<file path="src/rtl/er_sched.sv">
// Frame-synchronised start scheduler for the Earthrise drawing engine.
// Holds a CPU drawing-list request until the next frame pulse, issues a
// one-cycle start, then tracks the run until done or timeout.
module er_sched #(
  parameter int unsigned ADDRW   = 10,
  parameter int unsigned CNTW    = 16,
  parameter int unsigned TIMEOUT = 2000000
) (
  input  logic             clk_sys,
  input  logic             rst_sys,
  input  logic             frame,
  input  logic             cmd_valid,
  output logic             cmd_ready,
  input  logic [ADDRW-1:0] cmd_addr,
  input  logic             cmd_cont,
  input  logic             cmd_stop,
  output logic             er_start,
  output logic [ADDRW-1:0] er_addr,
  input  logic             er_busy,
  input  logic             er_done,
  output logic             sts_busy,
  output logic [CNTW-1:0]  sts_runs,
  output logic [CNTW-1:0]  sts_overrun,
  output logic             sts_timeout
);

  localparam int unsigned    TW    = (TIMEOUT > 2) ? $clog2(TIMEOUT) : 1;
  localparam logic [TW-1:0]  TLAST = TW'(TIMEOUT - 1);

  typedef enum logic [1:0] {
    IDLE  = 2'd0,
    ARMED = 2'd1,
    START = 2'd2,
    RUN   = 2'd3
  } state_t;

  state_t        state, state_n;
  logic          cont;
  logic          stop_pend;
  logic [TW-1:0] tcnt;
  logic          accept;
  logic          done_hit;
  logic          tmo_hit;

  // Engine busy is informational only; a run ends solely on er_done.
  logic unused_busy;
  assign unused_busy = er_busy;

  assign cmd_ready = (state == IDLE);
  assign sts_busy  = (state != IDLE);
  assign er_start  = (state == START);

  // Next-state and per-cycle event decode.
  always_comb begin
    state_n  = state;
    accept   = 1'b0;
    done_hit = 1'b0;
    tmo_hit  = 1'b0;
    case (state)
      IDLE: begin
        if (cmd_valid) begin
          accept  = 1'b1;
          state_n = ARMED;
        end
      end
      ARMED: begin
        if (cont && cmd_stop) state_n = IDLE;
        else if (frame)       state_n = START;
      end
      START: state_n = RUN;
      RUN: begin
        // A done in the final counted cycle beats the timeout.
        if (er_done) begin
          done_hit = 1'b1;
          state_n  = (cont && !stop_pend && !cmd_stop) ? ARMED : IDLE;
        end else if (tcnt == TLAST) begin
          tmo_hit = 1'b1;
          state_n = IDLE;
        end
      end
      default: state_n = IDLE;
    endcase
  end

  // State register, request latch, run timer and status counters.
  always_ff @(posedge clk_sys) begin
    if (rst_sys) begin
      state       <= IDLE;
      er_addr     <= '0;
      cont        <= 1'b0;
      stop_pend   <= 1'b0;
      tcnt        <= '0;
      sts_runs    <= '0;
      sts_overrun <= '0;
      sts_timeout <= 1'b0;
    end else begin
      state <= state_n;

      if (accept) begin
        er_addr <= cmd_addr;
        cont    <= cmd_cont;
      end

      if (state_n == IDLE) begin
        cont      <= 1'b0;
        stop_pend <= 1'b0;
      end else if ((state == START || state == RUN) && cmd_stop) begin
        stop_pend <= 1'b1;
      end

      if (state == START)    tcnt <= '0;
      else if (state == RUN) tcnt <= tcnt + 1'b1;

      if (done_hit && sts_runs != '1)
        sts_runs <= sts_runs + 1'b1;

      if (state == RUN && frame && sts_overrun != '1)
        sts_overrun <= sts_overrun + 1'b1;

      if (tmo_hit) sts_timeout <= 1'b1;
    end
  end

endmodule

</file>
<file path="config.mk">
export PLATFORM = sky130hd
export DESIGN_NAME = er_sched
export DESIGN_NICKNAME = d
export VERILOG_FILES = /design/src/rtl/er_sched.sv
export SDC_FILE = /design/constraint.sdc
export NUM_CORES = 1
export LEC_CHECK = 0
export ABC_AREA = 1
export BUFFER_PORTS_ARGS = -buffer_cell sky130_fd_sc_hd__buf_2
export CAP_MARGIN = 20
export CORE_MARGIN = 4
export CORE_UTILIZATION = 25
export CTS_BUF_LIST = sky130_fd_sc_hd__clkbuf_8
export DETAILED_ROUTE_END_ITERATION = 12
export PLACE_DENSITY = 0.53
export REMOVE_ABC_BUFFERS = 1
export SYNTH_ARGS = -nofsm -noshare
export SYNTH_HDL_FRONTEND = slang
export SYNTH_SLANG_ARGS = --single-unit
</file>
<file path="constraint.sdc">
create_clock -name clk_sys -period 3.6 [get_ports clk_sys]
set_input_delay 0.36 -clock clk_sys [delete_from_list [all_inputs] [get_ports clk_sys]]
set_output_delay 0.36 -clock clk_sys [all_outputs]
set_load 0.05 [all_outputs]
</file>
==> Yosys cells after proc, flatten, opt, wreduce, memory -nomap -nowiden <==
Index checks and enable logic that the tools add are counted.
{ "word_totals": {"ff_bits": 68, "memories": 0, "mem_bits_ro": 0, "latch_bits": 0, "output_inout_bits": 46, "in_bits": 18, "wordCells": 46, "ramBits": 0} }
{ "op_classes": {"order_cmp": 0, "n_bitwise": 0, "shift": 0, "n_div": 0, "mul": 0, "eq_ne": 6, "n_reduce_logical": 15, "n_addsub": 3, "muxes": 14} }
{ "op_table": {"columns": ["operator", "count"], "rows": [
  ["$add 16x1->16 const B", 2],
  ["$ne 16x16->1 const B", 2],
  ["$add 21x1->21 const B", 1],
  ["$eq 21x21->1 const B", 1],
  ["$mux 2", 5],
  ["$mux 1", 8],
  ["$pmux 2 s4", 1],
  ["$logic_and 1x1->1", 7],
  ["$eq 2x2->1 const B", 2],
  ["$logic_not 2->1", 2],
  ["$reduce_or 2->1", 2],
  ["$eq 2x1->1 const B", 1],
  ["$logic_not 1->1", 2],
  ["$reduce_bool 2->1", 1],
  ["$logic_or 1x1->1", 1]
]} }

==> Logic depth before layout (Yosys ltp) <==
Gate-level depths: netlist of run 1.
{ "logic_depth": {"depth_word": 8, "mapped_depth": 11, "ltp_nobuf": 11} }

==> Worst setup path before layout of run 1 <==
OpenSTA, ideal clock, no wires.
{ "synth_path": {"path_type": "reg2out", "startpoint": "register state[1]", "endpoint": "output sts_busy", "required_ps": 3240, "path_stages_with_launch": 4, "setup_slack_ps": 1579, "arrival_time_ps": 1661, "path_buffers": 1, "path_cell_list": "dfxtp_1 buf_2 nor2_1 inv_1"} }
{ "synth_via": {"elab_chain_len": 1} }
{ "synth_rtl": {"columns": ["element", "line", "text"], "rows": [
  ["start, declared", "37", "state_t state, state_n;"],
  ["start signal, assigned", "97", "state <= state_n;"],
  ["$reduce_bool 2->1", "50", "assign sts_busy = (state != IDLE);"],
  ["end, declared", "21", "output logic sts_busy,"]
]} }
Every way passes these cells.

==> Worst setup path after layout of run 1 <==
{ "layout_path": {"startpoint": "register sts_overrun[0]", "endpoint": "register sts_overrun[2]"} }
{ "layout_via": {"elab_chain_len": 2, "elab_cells_between_ends": 3, "classes_between": "add/sub: 1; eq/ne: 1; reduce/logical: 1"} }
{ "layout_rtl": {"columns": ["element", "line", "text"], "rows": [
  ["start, declared", "23", "output logic [CNTW-1:0] sts_overrun,"],
  ["start signal, assigned", "118", "sts_overrun <= sts_overrun + 1'b1;"],
  ["parallel branches: the longest is 2 deep, another holds $add 16x1->16", null, null]
]} }
Parallel ways; which one is timed is not known.
A chain may end at the register's enable or synchronous reset.

==> results of run 1 <==
## cell usage after synthesis (2+ instances only)
library cell and instances:
nand2_1 145, dfxtp_1 68, nor2_1 68, inv_1 54, a21oi_1 44, nand3_1 32
o21ai_0 23, nor3_1 22, xor2_1 12, xnor2_1 8, nand4_1 6, clkbuf_1 5
or2_2 5, buf_6 4, nand2_4 4, nand3_2 4, nor2_4 4, buf_2 3
ha_1 3, nor2_2 3, inv_2 2, inv_4 2, nand2_2 2
## stage by stage
stage | setup WS (ns) | area [um2] | hold slack (ns) | std cells | util
floorplan | 1.46 | 3550 | 0.429 | 522 | -
finish | 1.72 | 4300 | 0.260 | 779 | 0.306
global placement | 1.77 | 4090 | 0.453 | 765 | 0.292
detailed placement | 1.72 | 4090 | 0.465 | 765 | 0.292
CTS | 1.70 | 4300 | 0.231 | 779 | 0.306
global route | 1.49 | 4300 | 0.267 | 779 | 0.306
## flip-flops by register name (all words and copies together), names as in the netlist
| name | count |
|---|---|
| sts_timeout | 1 |
| sts_runs | 16 |
| tcnt | 21 |
| er_addr | 10 |
| state | 2 |
| sts_overrun | 16 |
| stop_pend | 1 |
| cont | 1 |
## cell families after synthesis
kind of cell               count (synthesis)  synth area share
and+or+nand+nor                          302             0.382
buffers and inverters                     71            0.0855
AOI/OAI and AO/OA                         70            0.0986
DFF                                       68             0.375
xor gates and xnor gates                  20            0.0483
adders and majority gates                  3            0.0103
## cells in the final DEF (no fill, tap or decap), drive strengths merged
| cell | Yosys | routed |
|---|---|---|
| a21oi | 45 | 45 |
| a31o | 1 | 1 |
| buf | 7 | 63 |
| bufinv | 0 | 1 |
| clkbuf | 5 | 13 |
| dfxtp | 68 | 68 |
| ha | 3 | 3 |
| inv | 59 | 59 |
| nand2 | 151 | 151 |
| nand3 | 36 | 36 |
| nand3b | 2 | 2 |
| nand4 | 6 | 6 |
| nor2 | 76 | 76 |
| nor3 | 24 | 24 |
| nor3b | 1 | 1 |
| o21ai | 24 | 24 |
| or2 | 6 | 6 |
| xnor2 | 8 | 8 |
| xor2 | 12 | 12 |
## tightest hold or removal path, stage by stage
cell and delay (ns):
buf_2 0.07, o21ai_0 0.07, nor2_1 0.08
## power groups by stage
stage               Clock [mW]  Sequential (mW)  Combinational (mW)
global placement             0            0.822               0.284
detailed placement           0            0.824               0.288
global route             0.740            0.811               0.309
CTS                      0.718            0.807               0.288
floorplan                    0            0.893               0.138
finish                   0.686            0.807               0.285
## worst max-delay path by stage
stage | start | to | slack, ns | cells after the start
floorplan | state[1]$_SDFF_PP0_ | cont$_SDFFE_PP0P_ | 1.46 | 7
global placement | sts_overrun[0]$_SDFFE_PP0P_ | sts_overrun[0]$_SDFFE_PP0P_ | 1.77 | 8
detailed placement | sts_overrun[0]$_SDFFE_PP0P_ | sts_overrun[2]$_SDFFE_PP0P_ | 1.72 | 9
CTS | sts_overrun[0]$_SDFFE_PP0P_ | sts_overrun[2]$_SDFFE_PP0P_ | 1.70 | 9
global route | sts_overrun[0]$_SDFFE_PP0P_ | sts_overrun[2]$_SDFFE_PP0P_ | 1.49 | 9
finish | sts_overrun[0]$_SDFFE_PP0P_ | sts_overrun[2]$_SDFFE_PP0P_ | 1.72 | 9
## routing by layer
layer  part of all wire  up-vias
met5                  0        -
met4              0.022        0
met3              0.045       17
met2               0.46       58
met1               0.48     1584
li1                   -     1824
## final cells by class
type,count,area (um2)
clock buffer,13,179
clock inverter,1,30.0
fill,1533,9740
inverter,59,231
multi-input combinational,395,1960
sequential,68,1360
tap,180,225
timing repair buffer,63,318
==> results.ini, run 1 <==
[global_route]
gr-max-usage-layer = met2
grt_pass1_vias = 3275
grt_max_degree = 26
grt_use_total = 0.116
grtUsageMet1 = 0.149
antenna_found_initial = 0
grtUsageMet2 = 0.184
grt_pass1_wl_um = 15400
grt_use_met3 = 0.0245
gr-total-overflow = 0

[layout]
nets = 617
diodes = 0
synthToLayoutAreaGrowth_pct = 18.5
final_layout_size_suffix_gt1_frac = 0.184

[sta]
finalCritPeriodShare = 0.523
fmax_mhz = 531
slew_viol_final = 0
fin_skew_ns = 0.00873
finalHoldViolations = 0
fin_setup_tns_ns = 0
setup_viol = 0
maxSlewHeadroom = 0.474
min_period_ns = 1.88
max_slew.worst_pin.slew_ns = 0.788
rsz0062_at_grt = no

[setup_path]
worstReg2RegEnd = sts_overrun[2]$_SDFFE_PP0P_
reg2regPathDepth = 9
path_delay_family = simple AND/OR/NAND/NOR gates
cpMaxStageDelayCell = dfxtp_1
crit_type = reg2reg
crit_required_ns = 3.89
crit_path_frequent_cell = nand3_2
worst-r2r-setup-slack_ns = 1.72
reg2reg_from = sts_overrun[0]$_SDFFE_PP0P_
critPathLaunchType = register
critPathArrivalTime_ns = 2.17
max_stage_delay_ns = 0.43
worst_setup_path_end_kind = register
cp_num_buf_inv = 1
crit_fanout = 17
crit_chain = ha_1, nand3_2, nor3_4, nand3_2, nand2_4, inv_4, nand3_1, nand2_1, a21oi_1

[yosys]
synth.avg_cell_area_um2 = 6.80
netlist.top_cell.by_area = dfxtp_1
syn_area_um2 = 3630
synth_edf_count = 0
synthFlopType = dfxtp_1
synthArstFlopShare = 0
synthCells = 534
ys_seq_area_frac = 0.375
synth_top_area_frac = 0.375
synthTopCellsByArea = dfxtp_1, nand2_1, nor2_1
ys.warnings.count = 0
yosysUniqueCellTypes = 34
synth_seq_cells = 68

[clocking]
cts.path.max_buffers = 2
hold_buffers = 0
cts_sinks = 68
post_cts_buffers = 0
root_buffer = clkbuf_8
htree_levels = 3
cts_made_buffers = 9
clk_pin_slew_ns = 0.08
clk_latency_ns = 0.36
cts_resized = 0
cts_tree = done

[floorplanning]
die_area_um2 = 16500
die_h_um = 128
io_pins = 64
fp-row-count = 43
coreArea_um2 = 14000
die_x_um = 128
initial_core_util = 0.258

[detailed_routing]
routedWlPerCell_um = 12.0
ant_nets = 0
drtIter0Drc = 184
drc_errors = 0
viasPerCell = 4.47
drtPass1Iterations = 4
via_count = 3483
drt-total-wl_um = 9360

[power_and_ir_drop]
peakVddDrop_uv = 169
p_leak_nw = 1.72
p_clk_frac = 0.386
p_per_area_nw_per_um2 = 413
comb_power_share = 0.160
pwr-share-seq = 0.454
p_sw_frac = 0.304
power_mw = 1.78
switching_power_mw = 0.541
intPower_mw = 1.24

[outcome]
status = finished clean

[worst_hold_path]
min_path_cells = 3
hold_end = er_addr[8]$_SDFFE_PP0P_
hp-start = cmd_addr[8]
hold_class = in2reg

[place]
routabilityCongestion = 0.823
dp_hpwl_um = 6850
port_buffers = 62

[run]
maxCapViolCount = 0

No activity file was read; power rests on OpenSTA's default activity.
==> run 2: changes to the inputs <==
==> constraint.sdc (replaced) <==
create_clock -name clk_sys -period 1.97 [get_ports clk_sys]
set_input_delay 0.197 -clock clk_sys [delete_from_list [all_inputs] [get_ports clk_sys]]
set_output_delay 0.197 -clock clk_sys [all_outputs]
set_load 0.05 [all_outputs]
==> results.ini, run 2 (synthesized netlist as in run 1, its figures left out) <==
[outcome]
status = finished clean

[detailed_routing]
routedWlPerCell_um = 11.9  ; -0.82%
viasPerCell = 4.50  ; +0.65%
drtIter0Drc = 172  ; -6.5%
drtPass1Iterations = 4  ; unchanged
drt-total-wl_um = 9340  ; -0.18%
via_count = 3528  ; +1.3%
ant_nets = 0  ; unchanged
drc_errors = 0  ; unchanged

[clocking]
cts_made_buffers = 9  ; unchanged
htree_levels = 3  ; unchanged
post_cts_buffers = 0  ; unchanged
cts_tree = done
cts_sinks = 68  ; unchanged
hold_buffers = 0  ; unchanged
cts.path.max_buffers = 2  ; unchanged
root_buffer = clkbuf_8
clk_latency_ns = 0.35  ; about the same
cts_resized = 0  ; unchanged
clk_pin_slew_ns = 0.07  ; about the same

[power_and_ir_drop]
p_leak_nw = 1.72  ; about the same
p_per_area_nw_per_um2 = 692  ; +68%
peakVddDrop_uv = 284  ; +68%
power_mw = 2.97  ; +67%

[layout]
largest-register = tcnt
instances_no_fill = 784  ; +0.64%
diodes = 0  ; unchanged
top_regs = tcnt (21), sts_overrun (16), sts_runs (16)
synthToLayoutAreaGrowth_pct = 18.0
layout_commonest_cell = nand2_1
mostFrequentLayoutCells = nand2_1, nor2_1, dfxtp_1
nets = 623  ; +0.97%
fin_util = 0.305  ; -0.00134
final_layout_size_suffix_gt1_frac = 0.189  ; +0.00510
largest_register_ffs = 21  ; unchanged

[sta]
finalCritPeriodShare = 0.890  ; +0.367
finalHoldViolations = 0  ; unchanged
setup_viol = 0  ; unchanged
slew_viol_final = 0  ; unchanged
fin_setup_tns_ns = 0  ; unchanged
fmax_mhz = 570  ; +7.4%
max_slew.worst_pin.slew_ns = 0.585  ; -0.203 ns
rsz0062_at_grt = no
maxSlewHeadroom = 0.609  ; +0.135
worst_slack_ns = 0.216  ; -1.50 ns
fin_skew_ns = 0.0111  ; +0.00239 ns
min_period_ns = 1.75  ; -0.130 ns

[floorplanning]
initial_core_util = 0.258  ; unchanged
fp-row-count = 43  ; unchanged
io_pins = 64  ; unchanged
die_h_um = 128  ; unchanged
die_area_um2 = 16500  ; unchanged
die_x_um = 128  ; unchanged
coreArea_um2 = 14000  ; unchanged

[global_route]
grt_use_total = 0.116  ; +0.000554
antenna_found_initial = 0  ; unchanged
gr-total-overflow = 0  ; unchanged
grt_max_degree = 20  ; -23%
grt_pass1_wl_um = 15500  ; +0.17%
grt_pass1_vias = 3303  ; +0.85%

[setup_path]
cp-startpoint = sts_runs[1]$_SDFFE_PP0P_
crit_type = reg2reg
reg2reg_from = sts_runs[1]$_SDFFE_PP0P_
critPathLaunchType = register
worst_setup_path_end_kind = register
reg2regPathDepth = 11  ; +2
crit_required_ns = 2.26  ; -1.63 ns
critPathArrivalTime_ns = 2.04  ; -0.13 ns
crit_fanout = 17  ; unchanged
worst-r2r-setup-slack_ns = 0.22  ; -1.50 ns
worstReg2RegEnd = sts_runs[5]$_SDFFE_PP0P_
endpoint = sts_runs[5]$_SDFFE_PP0P_

[place]
port_buffers = 62  ; unchanged
place_ws_ns = 0.199  ; -1.52 ns
dp_cells = 771  ; +0.78%
dp_hpwl_um = 6950  ; +1.6%
routabilityCongestion = 0.842  ; +2.4%

[worst_hold_path]
hold_class = in2reg

[run]
maxCapViolCount = 0  ; unchanged

==> run 2: where the power goes <==
| part | internal (mW) | switching [mW] |
|---|---|---|
| clock network | 0.426 | 0.530 |
| registers | 1.43 | 0.0434 |
| logic | 0.135 | 0.401 |
| total | 1.99 | 0.974 |
==> run 2: worst max-delay path, cell delays in order (launching register included) <==
cell     delay [ns]
dfxtp_1        0.38
ha_1           0.21
nand2_1        0.06
inv_1          0.07
nand2_1        0.09
nor2_2         0.16
nand3_1        0.13
nand2_4        0.19
inv_4          0.12
nand3_1        0.08
nand2_1        0.05
a21oi_1        0.14
==> run 2: worst min path at each step <==
stage	from	end	slack [ns]	depth (start not counted)
floorplan	rst_sys	sts_overrun[10]$_SDFFE_PP0P_	0.27	1
global route	cmd_addr[5]	er_addr[5]$_SDFFE_PP0P_	0.09	3
detailed placement	cmd_addr[8]	er_addr[8]$_SDFFE_PP0P_	0.46	3
finish	cmd_addr[8]	er_addr[8]$_SDFFE_PP0P_	0.09	3
global placement	cmd_addr[5]	er_addr[5]$_SDFFE_PP0P_	0.45	3
CTS	cmd_addr[8]	er_addr[8]$_SDFFE_PP0P_	0.07	3
==> run 2: layout make-up <==
| type | count | area, um2 |
|---|---|---|
| flip-flops and latches | 68 | 1360 |
| inverters | 59 | 231 |
| well taps | 180 | 225 |
| repair buffers | 69 | 363 |
| clock buffers | 9 | 124 |
| clock inverters | 4 | 21.3 |
| fillers | 1551 | 9760 |
| multi-input cells | 395 | 1960 |
==> run 2: per-stage QoR <==
step | hold slack, ns | area, um2
floorplan | 0.266 | 3550
global placement | 0.449 | 4140
detailed placement | 0.456 | 4140
CTS | 0.0658 | 4280
global route | 0.0897 | 4280
finish | 0.0932 | 4280
==> run 2: per-layer routing <==
| layer | global-route usage | up-vias | part of all wire |
|---|---|---|---|
| met1 | 0.148 | 1607 | 0.47 |
| li1 | - | 1842 | - |
| met3 | 0.0307 | 14 | 0.055 |
| met4 | 0.0544 | 0 | 0.020 |
| met2 | 0.184 | 65 | 0.46 |
| met5 | 0 | - | 0 |
